## src/rtl/wallace_mult_pipe_pkg.sv

```systemverilog
// wallace_pkg: shared constants, stage record and elaboration-time helpers
// for the pipelined Wallace-tree multiplier.
//
//   LATENCY         edges from operand accept to result presentation
//   stage_t         record of one carry-save stage, sized for the widest
//                   legal operand (16 bits)
//   pp_col_height   bits per column of the partial-product matrix
//   rows_after      rows left after a number of 3:2 reduction layers
//   num_layers      3:2 layers needed to reach a carry-save pair
package wallace_pkg;

    localparam int LATENCY   = 3;
    localparam int WIDTH_MAX = 16;
    localparam int PW_MAX    = 2 * WIDTH_MAX;

    typedef struct packed {
        logic              v;
        logic              sgn;
        logic [PW_MAX-1:0] s;
        logic [PW_MAX-1:0] c;
    } stage_t;

    // Height of one column of a width x width AND-matrix. Signed mode adds
    // one constant bit at columns width and 2*width-1 on top of this.
    function automatic int pp_col_height(int width, int col);
        if (col < 0 || col >= 2 * width - 1) begin
            return 0;
        end
        if (col < width) begin
            return col + 1;
        end
        return 2 * width - 1 - col;
    endfunction

    // Every complete group of three rows becomes a sum row and a carry row;
    // the one or two leftover rows pass straight to the next layer.
    function automatic int rows_after(int n0, int layers);
        int n;
        n = n0;
        for (int k = 0; k < layers; k++) begin
            n = 2 * (n / 3) + (n % 3);
        end
        return n;
    endfunction

    function automatic int num_layers(int n0);
        int n;
        int l;
        n = n0;
        l = 0;
        while (n > 2) begin
            n = 2 * (n / 3) + (n % 3);
            l++;
        end
        return l;
    endfunction

endpackage

```

## src/rtl/wallace_mult_pipe_csa_3to2.sv

```systemverilog
// csa_3to2: one row of W full adders compressing three W-bit rows into a
// sum row and a carry row. The carry row is already weighted (shifted left
// by one), so x + y + z == o_sum + o_carry modulo 2^W.
//
// Ports
//   i_x, i_y, i_z   [W-1:0]  rows to compress
//   o_sum           [W-1:0]  bitwise sum
//   o_carry         [W-1:0]  carries, shifted into the next column
module csa_3to2
    import wallace_pkg::*;
#(
    parameter int W = 16
) (
    input  logic [W-1:0] i_x,
    input  logic [W-1:0] i_y,
    input  logic [W-1:0] i_z,
    output logic [W-1:0] o_sum,
    output logic [W-1:0] o_carry
);

    // The carry out of the top column falls off the product width, so only
    // the lower W-1 majority terms are formed.
    logic [W-2:0] w_maj;

    assign o_sum   = i_x ^ i_y ^ i_z;
    assign w_maj   = (i_x[W-2:0] & i_y[W-2:0])
                   | (i_x[W-2:0] & i_z[W-2:0])
                   | (i_y[W-2:0] & i_z[W-2:0]);
    assign o_carry = {w_maj, 1'b0};

endmodule

```

## src/rtl/wallace_mult_pipe.sv

```systemverilog
// wallace_mult_pipe: pipelined WIDTH x WIDTH Wallace-tree multiplier with a
// valid/ready interface. Unsigned or two's-complement per transaction.
// A pair accepted at edge k is presented after edge k+3 when not stalled.
//
// Pipeline (all registers advance together on adv = !out_valid | out_ready)
//   S1  captured operands and mode
//   S2  partial-product matrix (Baugh-Wooley in signed mode)
//   S3  carry-save pair from the Wallace 3:2 reduction tree
//   out product after the final carry-propagate add
//
// Ports
//   clk, rst_n            clock, asynchronous active-low reset
//   in_valid / in_ready   operand handshake; in_ready = adv
//   in_signed             1: operands are two's complement
//   in_a, in_b  [WIDTH]   multiplicand, multiplier
//   out_valid / out_ready product handshake
//   out_prod    [PW]      exact product
module wallace_mult_pipe
    import wallace_pkg::*;
#(
    parameter int  WIDTH = 8,
    localparam int PW    = 2 * WIDTH
) (
    input  logic             clk,
    input  logic             rst_n,
    input  logic             in_valid,
    output logic             in_ready,
    input  logic             in_signed,
    input  logic [WIDTH-1:0] in_a,
    input  logic [WIDTH-1:0] in_b,
    output logic             out_valid,
    input  logic             out_ready,
    output logic [PW-1:0]    out_prod
);

    // WIDTH AND-rows plus one row carrying the Baugh-Wooley constants.
    localparam int NROWS   = WIDTH + 1;
    localparam int NLAYERS = num_layers(NROWS);

    logic                  w_adv;

    logic                  r_s1_v;
    logic                  r_s1_sgn;
    logic [WIDTH-1:0]      r_s1_a;
    logic [WIDTH-1:0]      r_s1_b;

    logic                  r_s2_v;
    logic [NROWS*PW-1:0]   r_s2_mat;

    logic                  r_s3_v;
    logic [PW-1:0]         r_s3_sum;
    logic [PW-1:0]         r_s3_carry;

    logic                  r_out_v;
    logic [PW-1:0]         r_out_prod;

    logic [NROWS*PW-1:0]   w_mat;
    logic [PW-1:0]         w_red_sum;
    logic [PW-1:0]         w_red_carry;
    logic [PW-1:0]         w_prod;

    // One stall signal for the whole pipe: bubbles are not squeezed out.
    assign w_adv     = !r_out_v || out_ready;
    assign in_ready  = w_adv;
    assign out_valid = r_out_v;
    assign out_prod  = r_out_prod;

    // Row i holds a[j]&b[i] at column i+j. In signed mode the terms where
    // exactly one operand index is the MSB are inverted, and the extra row
    // supplies the two correction ones at columns WIDTH and PW-1.
    always_comb begin
        w_mat = '0;
        for (int i = 0; i < WIDTH; i++) begin
            for (int j = 0; j < WIDTH; j++) begin
                w_mat[i*PW + i + j] = (r_s1_a[j] & r_s1_b[i])
                                    ^ (r_s1_sgn & ((i == WIDTH-1) != (j == WIDTH-1)));
            end
        end
        if (r_s1_sgn) begin
            w_mat[WIDTH*PW + WIDTH]  = 1'b1;
            w_mat[WIDTH*PW + PW - 1] = 1'b1;
        end
    end

    // Wallace reduction: each layer groups its rows in threes through a
    // carry-save row; leftovers ride through unchanged. The tree always ends
    // with exactly two rows. Carries out of the top column are dropped,
    // which is safe because the true product fits in PW bits.
    for (genvar l = 0; l < NLAYERS; l++) begin : g_layer
        localparam int NI = rows_after(NROWS, l);
        localparam int NO = rows_after(NROWS, l + 1);
        localparam int NG = NI / 3;
        localparam int NP = NI % 3;

        logic [NI*PW-1:0] w_in;
        logic [NO*PW-1:0] w_out;

        if (l == 0) begin : g_src
            assign w_in = r_s2_mat;
        end else begin : g_src
            assign w_in = g_layer[l-1].w_out;
        end

        for (genvar g = 0; g < NG; g++) begin : g_csa
            csa_3to2 #(
                .W (PW)
            ) u_csa (
                .i_x     (w_in[(3*g)*PW   +: PW]),
                .i_y     (w_in[(3*g+1)*PW +: PW]),
                .i_z     (w_in[(3*g+2)*PW +: PW]),
                .o_sum   (w_out[(2*g)*PW   +: PW]),
                .o_carry (w_out[(2*g+1)*PW +: PW])
            );
        end

        for (genvar p = 0; p < NP; p++) begin : g_pass
            assign w_out[(2*NG+p)*PW +: PW] = w_in[(3*NG+p)*PW +: PW];
        end
    end

    assign w_red_sum   = g_layer[NLAYERS-1].w_out[PW-1:0];
    assign w_red_carry = g_layer[NLAYERS-1].w_out[2*PW-1:PW];

    assign w_prod = r_s3_sum + r_s3_carry;

    always_ff @(posedge clk or negedge rst_n) begin
        if (!rst_n) begin
            r_s1_v     <= 1'b0;
            r_s1_sgn   <= 1'b0;
            r_s1_a     <= '0;
            r_s1_b     <= '0;
            r_s2_v     <= 1'b0;
            r_s2_mat   <= '0;
            r_s3_v     <= 1'b0;
            r_s3_sum   <= '0;
            r_s3_carry <= '0;
            r_out_v    <= 1'b0;
            r_out_prod <= '0;
        end else if (w_adv) begin
            r_s1_v     <= in_valid;
            r_s1_sgn   <= in_signed;
            r_s1_a     <= in_a;
            r_s1_b     <= in_b;
            r_s2_v     <= r_s1_v;
            r_s2_mat   <= w_mat;
            r_s3_v     <= r_s2_v;
            r_s3_sum   <= w_red_sum;
            r_s3_carry <= w_red_carry;
            r_out_v    <= r_s3_v;
            r_out_prod <= w_prod;
        end
    end

endmodule

```

## config.mk

```make
export PLATFORM = sky130hd
export DESIGN_NAME = wallace_mult_pipe
export DESIGN_NICKNAME = d
export VERILOG_FILES = /design/src/rtl/wallace_mult_pipe_pkg.sv /design/src/rtl/wallace_mult_pipe_csa_3to2.sv /design/src/rtl/wallace_mult_pipe.sv
export SDC_FILE = /design/constraint.sdc
export NUM_CORES = 1
export LEC_CHECK = 0
export CAP_MARGIN = 20
export CORE_MARGIN = 3
export CORE_UTILIZATION = 56
export DETAILED_ROUTE_END_ITERATION = 8
export DONT_BUFFER_PORTS = 1
export PLACE_DENSITY = 0.71
export REMOVE_ABC_BUFFERS = 1
export SETUP_SLACK_MARGIN = 0.3
export SLEW_MARGIN = 20
export SYNTH_ARGS = -nofsm -noshare
export SYNTH_HDL_FRONTEND = slang
export SYNTH_SLANG_ARGS = --single-unit
```

## constraint.sdc

```tcl
create_clock -name clk -period 3.3 [get_ports clk]
set_input_delay 0.66 -clock clk [delete_from_list [all_inputs] [get_ports clk]]
set_output_delay 0.66 -clock clk [all_outputs]
set_load 0.05 [all_outputs]
```

=== Yosys cells after proc, flatten, opt, wreduce, memory -nomap -nowiden ===
Index checks and enable logic that the tools add are counted.

* Add/subtract/negate cells: 1
* Muxes and demuxes: 1
* Bitwise logic cells: 127
* Reduce and logical (&&, ||, !) cells: 2

{| class="wikitable"
|+ Operator list
! cell !! number
|-
| bitwise OR 15 bit || 14
|-
| AND 15 bit || 12
|-
| XOR 16 bit || 8
|-
| AND 1 bit || 64
|-
| adder 16 bit || 1
|-
| XOR 15 x 16 -> 16 bit || 1
|-
| AND 14 x 15 -> 15 bit || 1
|-
| AND 15 x 9 -> 15 bit || 1
|-
| XOR 14 x 15 -> 15 bit || 1
|-
| AND 14 x 9 -> 14 bit || 1
|-
| XOR 1 bit || 14
|-
| AND 11 x 13 -> 13 bit || 1
|-
| AND 12 x 13 -> 13 bit || 1
|-
| XOR 12 x 13 -> 13 bit || 1
|-
| AND 11 x 12 -> 12 bit || 1
|-
| XOR 11 x 12 -> 12 bit || 1
|-
| AND 8 x 10 -> 10 bit || 1
|-
| AND 9 x 10 -> 10 bit || 1
|-
| XOR 9 x 10 -> 10 bit || 1
|-
| AND 8 x 9 -> 9 bit || 1
|-
| XOR 8 x 9 -> 9 bit || 1
|-
| zero test 1 bit || 1
|-
| logical OR 1 bit || 1
|-
| 2-to-1 mux 1 bit || 1
|}

* Bits in registers: 133
* Bits of input ports: 21
* Output and inout bits: 18
* Logic and storage cells: 142

=== Logic depth before layout (Yosys ltp) ===
* Depth in word-level cells: 12
* Mapped depth: 10
* Mapped depth without buffers: 10

=== Cells and area by module ===
Synthesis repeated with hierarchy kept, for this count alone.

* Cells, all modules: 817
* Area, all modules: 8,349.3 sq um

{| class="wikitable"
|+ By module, submodules not included
! module !! instances !! cells an instance !! area an instance (sq um) !! sequential area each (sq um)
|-
| wallace_mult_pipe || 1 || 691 || 6,002.0 || 3,353.2
|-
| csa_3to2 || 7 || 18 || 335.3 || 0.0
|}

=== Worst setup path before layout ===
OpenSTA, ideal clock, no wires.

* Kind: register to register
* Start point: register r_s2_mat[136], in the netlist g_layer[0].w_in[136]
* End point: register r_s3_sum[8]
* Setup time: 0.117 ns
* Arrival time: 2.549 ns
* Required time: 3.183 ns
* Slack: 0.634 ns
* Stages on the path, launching flop included: 9
* Path buffers: 0
* Period minus slack after synthesis: 2.666 ns
* Cell sequence: dfrtp_1 > fa_1 > inv_1 > fa_1 > fa_1 > inv_1 > fa_1 > nand2_1 > nand2_1

* Longest elaborated chain between the ends: 6

{| class="wikitable"
|+ Ends and longest elaborated chain
! element !! RTL line !! text
|-
| from (decl) || wallace_mult_pipe.sv:48 || <nowiki>logic [NROWS*PW-1:0] r_s2_mat;</nowiki>
|-
| from (signal assigned) || wallace_mult_pipe.sv:145 || <nowiki>r_s2_mat <= w_mat;</nowiki>
|-
| XOR 15 x 16 -> 16 bit || wallace_mult_pipe_csa_3to2.sv:25 || <nowiki>assign o_sum = i_x ^ i_y ^ i_z;</nowiki>
|-
| XOR 16 bit (5 in a row) || wallace_mult_pipe_csa_3to2.sv:25 ||
|-
| named net g_layer[3].g_csa[0].u_csa.o_sum[8] || wallace_mult_pipe_csa_3to2.sv:17 || <nowiki>output logic [W-1:0] o_sum,</nowiki>
|-
| to (signal assigned) || wallace_mult_pipe.sv:147 || <nowiki>r_s3_sum <= w_red_sum;</nowiki>
|-
| to (decl) || wallace_mult_pipe.sv:51 || <nowiki>logic [PW-1:0] r_s3_sum;</nowiki>
|}

The timed path passes the listed nets, and every way through them passes these cells.
A chain may end at the register's enable or synchronous reset.

=== Final worst setup path ===
Same ends and word-level chain as after synthesis.

==> results by stage <==
Status:
- The run finished, with violations left.
- The checks that failed: hold timing.

Route:
- The total length of routed wires is 12.7 mm.
- In the final routed layout, each cell accounts on average for 14.8 um.
- The detailed router finished its first iteration with 306 violations.
- The DRC violation count after routing is 0.
- The pre-antenna-repair detailed-routing pass consisted of 4 iterations.
- The total number of vias is 4474.
- The residual antenna-violating net count after detailed routing is 0.
- The ratio of routed vias to standard cells is 5.24.

Global routing:
- The overall track demand over capacity in global routing is 0.209.
- Entering global routing, the biggest net connects 130 pins.
- The via count of the first global-routing pass is 4419.
- The number of antenna violations at the first check in global routing came to 0.
- Global routing finished with a remaining overflow of 0.
- The first-pass GRT wire length is 21.6 mm.

Power:
- The worst IR drop on VDD is 526 uV.
- The power consumption is 0.00939 W.
- Power spread over the standard cell area amounts to 1260 nW/um2.
- For this design the static power due to leakage is 3.87 nW.

Logic synthesis:
- Dividing the synthesized area by the synthesized cell count gives 9.28 um2.
- Of the post-synthesis cell area, the dominant cell type holds 0.481.
- In this run, distinct cell masters in the synthesized netlist total 29.
- Of all cell types, the one taking the most synthesized area is dfrtp_1.
- After synthesis, the most frequently instantiated cells are 277 x nand2_1, 129 x dfrtp_1, 56 x inv_1.
- In the synthesized netlist the async set-or-reset flop fraction comes to 1.00.
- The post-synthesis instance area is 6710 um2.
- The prevailing post-synth register cell is dfrtp_1.
- In the post-synthesis netlist, the cell with the most instances is nand2_1.
- The share of the Yosys chip area taken by registers is 0.481.
- In the post-synthesis netlist, the biggest area contributors are dfrtp_1 48%, nand2_1 15%, fa_1 12%.
- The synthesized design contains 129 register bits.
- Counting every instance in the synthesized netlist gives 723.
- Yosys printed 0 warnings.
- The number of enable-type register cells in the synthesized netlist is 0.

Timing:
- The worst path in the final design needs a cycle of 2.80 ns, including I/O delays and setup.
- The final hold violation count is 129.
- The max-slew violation count is 0.
- At the pin with the least slew margin, the transition time is 0.868 ns.
- Of the available clock period, the critical path in the final layout requires 0.847.
- Between clock sinks in the finished design, the worst skew comes to 0.00638 ns.
- Measured against its own limit, the worst slew margin works out to 0.422.
- Setup repair after global routing left no endpoint under its margin.
- Setup violations remaining at the end of the flow were counted as 0.
- The total negative slack is 0 ns.
- The final hold slack is -0.0598 ns.
- Timing would allow up to 358 MHz.

Cells and area:
- The fraction of the core area covered by cells at the end of the flow is 0.642.
- The synthesis-to-layout area growth is 10.6%.
- The antenna cell count is 0.
- In the final layout, the share of cells above drive strength 1 is 0.0549.
- The final layout contains 792 nets.

Placement:
- The count of buffers inserted at the top-level ports is 0.
- Detailed placement finished with a half-perimeter wire length of 8.13 mm.
- The congestion estimate from routability-driven global placement came to 0.801.

Die:
- The area enclosed by the die boundary is 13300 um2.
- After floorplanning, the core was divided into 39 placement rows.
- The initial core utilization is 0.580.
- The total area inside the core boundary comes to 11600 um2.
- The die is 115 um wide.
- 39 I/O pins were placed.
- The die is 115 um tall.

Clock tree:
- CTS saw 129 sinks.
- The clock passes through at most 2 buffers.
- TritonCTS built the clock tree.
- The number of clock buffers added by TritonCTS is 17.
- The later pin in the worst-skew pair is clocked with a latency of 0.42 ns.
- The H-tree was split into 4 levels.
- Gates resized during post-CTS repair numbered 0.
- The clock-pin slew of the registers on the worst-case setup and hold paths is 0.06 ns.
- The cell chosen for the clock root is clkbuf_16.

Worst setup path:
- The cell type group with the largest total delay on the critical path is adder cells.
- The terminus of the critical flop-to-flop path is r_s3_sum[8].
- By instance count, the cell type seen most on the critical path is fa_1.
- Among all stages on the critical path, the largest delay is contributed by fa_1.
- The path type of the worst setup path is register to register.
- The delay contributed by the slowest stage of the critical path is 0.55 ns.
- The highest fanout seen on the critical path is 3.
- The endpoint type of the worst setup path is a register.
- The worst register-to-register path has a setup slack of 0.50 ns.
- At the worst endpoint, the arrival time is 3.10 ns.
- The beginning of the worst register-to-register path is g_layer[0].w_in[136].
- The number of cells traversed by the worst register-to-register path is 8.
- Counting both buffers and inverters, the worst setup path holds a total of 2.
- The worst setup path is launched from a register.
- Traced cell by cell, the critical path runs through fa_1, inv_1, fa_1, fa_1, inv_1, fa_1, nand2_1, nand2_1.
- The data required time of the worst path is 3.61 ns.
- The number of cells on the critical path is 8.

Job:
- The tool flagged a number of max-cap violations equal to 0.

Min path:
- The worst hold path belongs to the class input port to async pin.
sequential cells by signal, summed over array words and instances, names as in the netlist:
signal / cells
out_valid: 1
r_s1_a: 8
r_s1_sgn: 1
r_s1_b: 8
r_s2_v: 1
g_layer.w_in: 65
r_s3_v: 1
r_s1_v: 1
out_prod: 16
r_s3_carry: 11
r_s3_sum: 16
layout by cell type (no fill, tap or decap), types with 11 or more instances in the layout:
cell type | Yosys | final
o21ai_0 | 28 | 28
ha_1 | 33 | 33
nand2_1 | 277 | 277
fa_1 | 39 | 39
a21oi_1 | 11 | 11
xor2_1 | 18 | 18
nand3_1 | 52 | 52
clkbuf_16 | 0 | 17
dfrtp_1 | 129 | 129
inv_1 | 56 | 56
kinds of logic (layout without fill, tap and decap cells):
group,Yosys count,in the layout,synth area share
adders and majority gates,72,72,0.178
xor gates and xnor gates,25,25,0.0326
AOI/OAI and AO/OA,55,55,0.0464
DFF,129,129,0.481
and+or+nand+nor,339,339,0.201
buffers and inverters,103,91,0.0606
metal layers:
metal	global-route usage	vias to the layer above	wire length (um)
met3	0.0480	27	495
met1	0.290	2174	5780
li1	-	2192	-
met4	0.0861	0	267
met2	0.322	81	6130
met5	0	-	0
worst max-delay path by stage:
| stage | startpoint | endpoint | slack (ns) |
|---|---|---|---|
| floorplan | out_valid | g_layer[0].w_in[23] | -4.87 |
| global placement | g_layer[0].w_in[136] | r_s3_sum[8] | 0.59 |
| detailed placement | g_layer[0].w_in[136] | r_s3_sum[8] | 0.54 |
| CTS | g_layer[0].w_in[136] | r_s3_sum[8] | 0.47 |
| global route | g_layer[0].w_in[136] | r_s3_sum[8] | 0.38 |
| finish | g_layer[0].w_in[136] | r_s3_sum[8] | 0.50 |
through the flow:
| step | hold WS, ns | setup slack [ns] | std cells | cell area (um2) |
|---|---|---|---|---|
| floorplan | 0.364 | -4.87 | 677 | 6520 |
| global placement | 0.367 | 0.589 | 823 | 6730 |
| detailed placement | 0.367 | 0.536 | 823 | 6730 |
| CTS | -0.0801 | 0.474 | 854 | 7420 |
| global route | -0.0867 | 0.385 | 854 | 7420 |
| finish | -0.0598 | 0.504 | 854 | 7420 |
area by class of cell:
class	count	area [um2]
Inverter	57	216
Clock buffer	18	439
Sequential cell	129	3230
Tap cell	143	179
Multi-Input combinational cell	491	3080
Clock inverter	13	256
Fill cell	921	4140
Timing Repair Buffer	3	22.5
power breakdown:
group / internal (W) / leakage, nW / switching, W / total (W)
clock network: 0.00151 / 0.333 / 0.000698 / 0.00221
registers: 0.00225 / 1.63 / 0.000930 / 0.00318
logic: 0.00169 / 1.91 / 0.00231 / 0.00400
total: 0.00545 / 3.87 / 0.00394 / 0.00939
what timing repair did:
item / 4_1_cts / 5_1_grt
endpoints found under the setup margin: 0 / 0
setup buffers: 0 / 0
hold endpoints to repair: 129 / 129
Power figures use the tool's default switching activity.
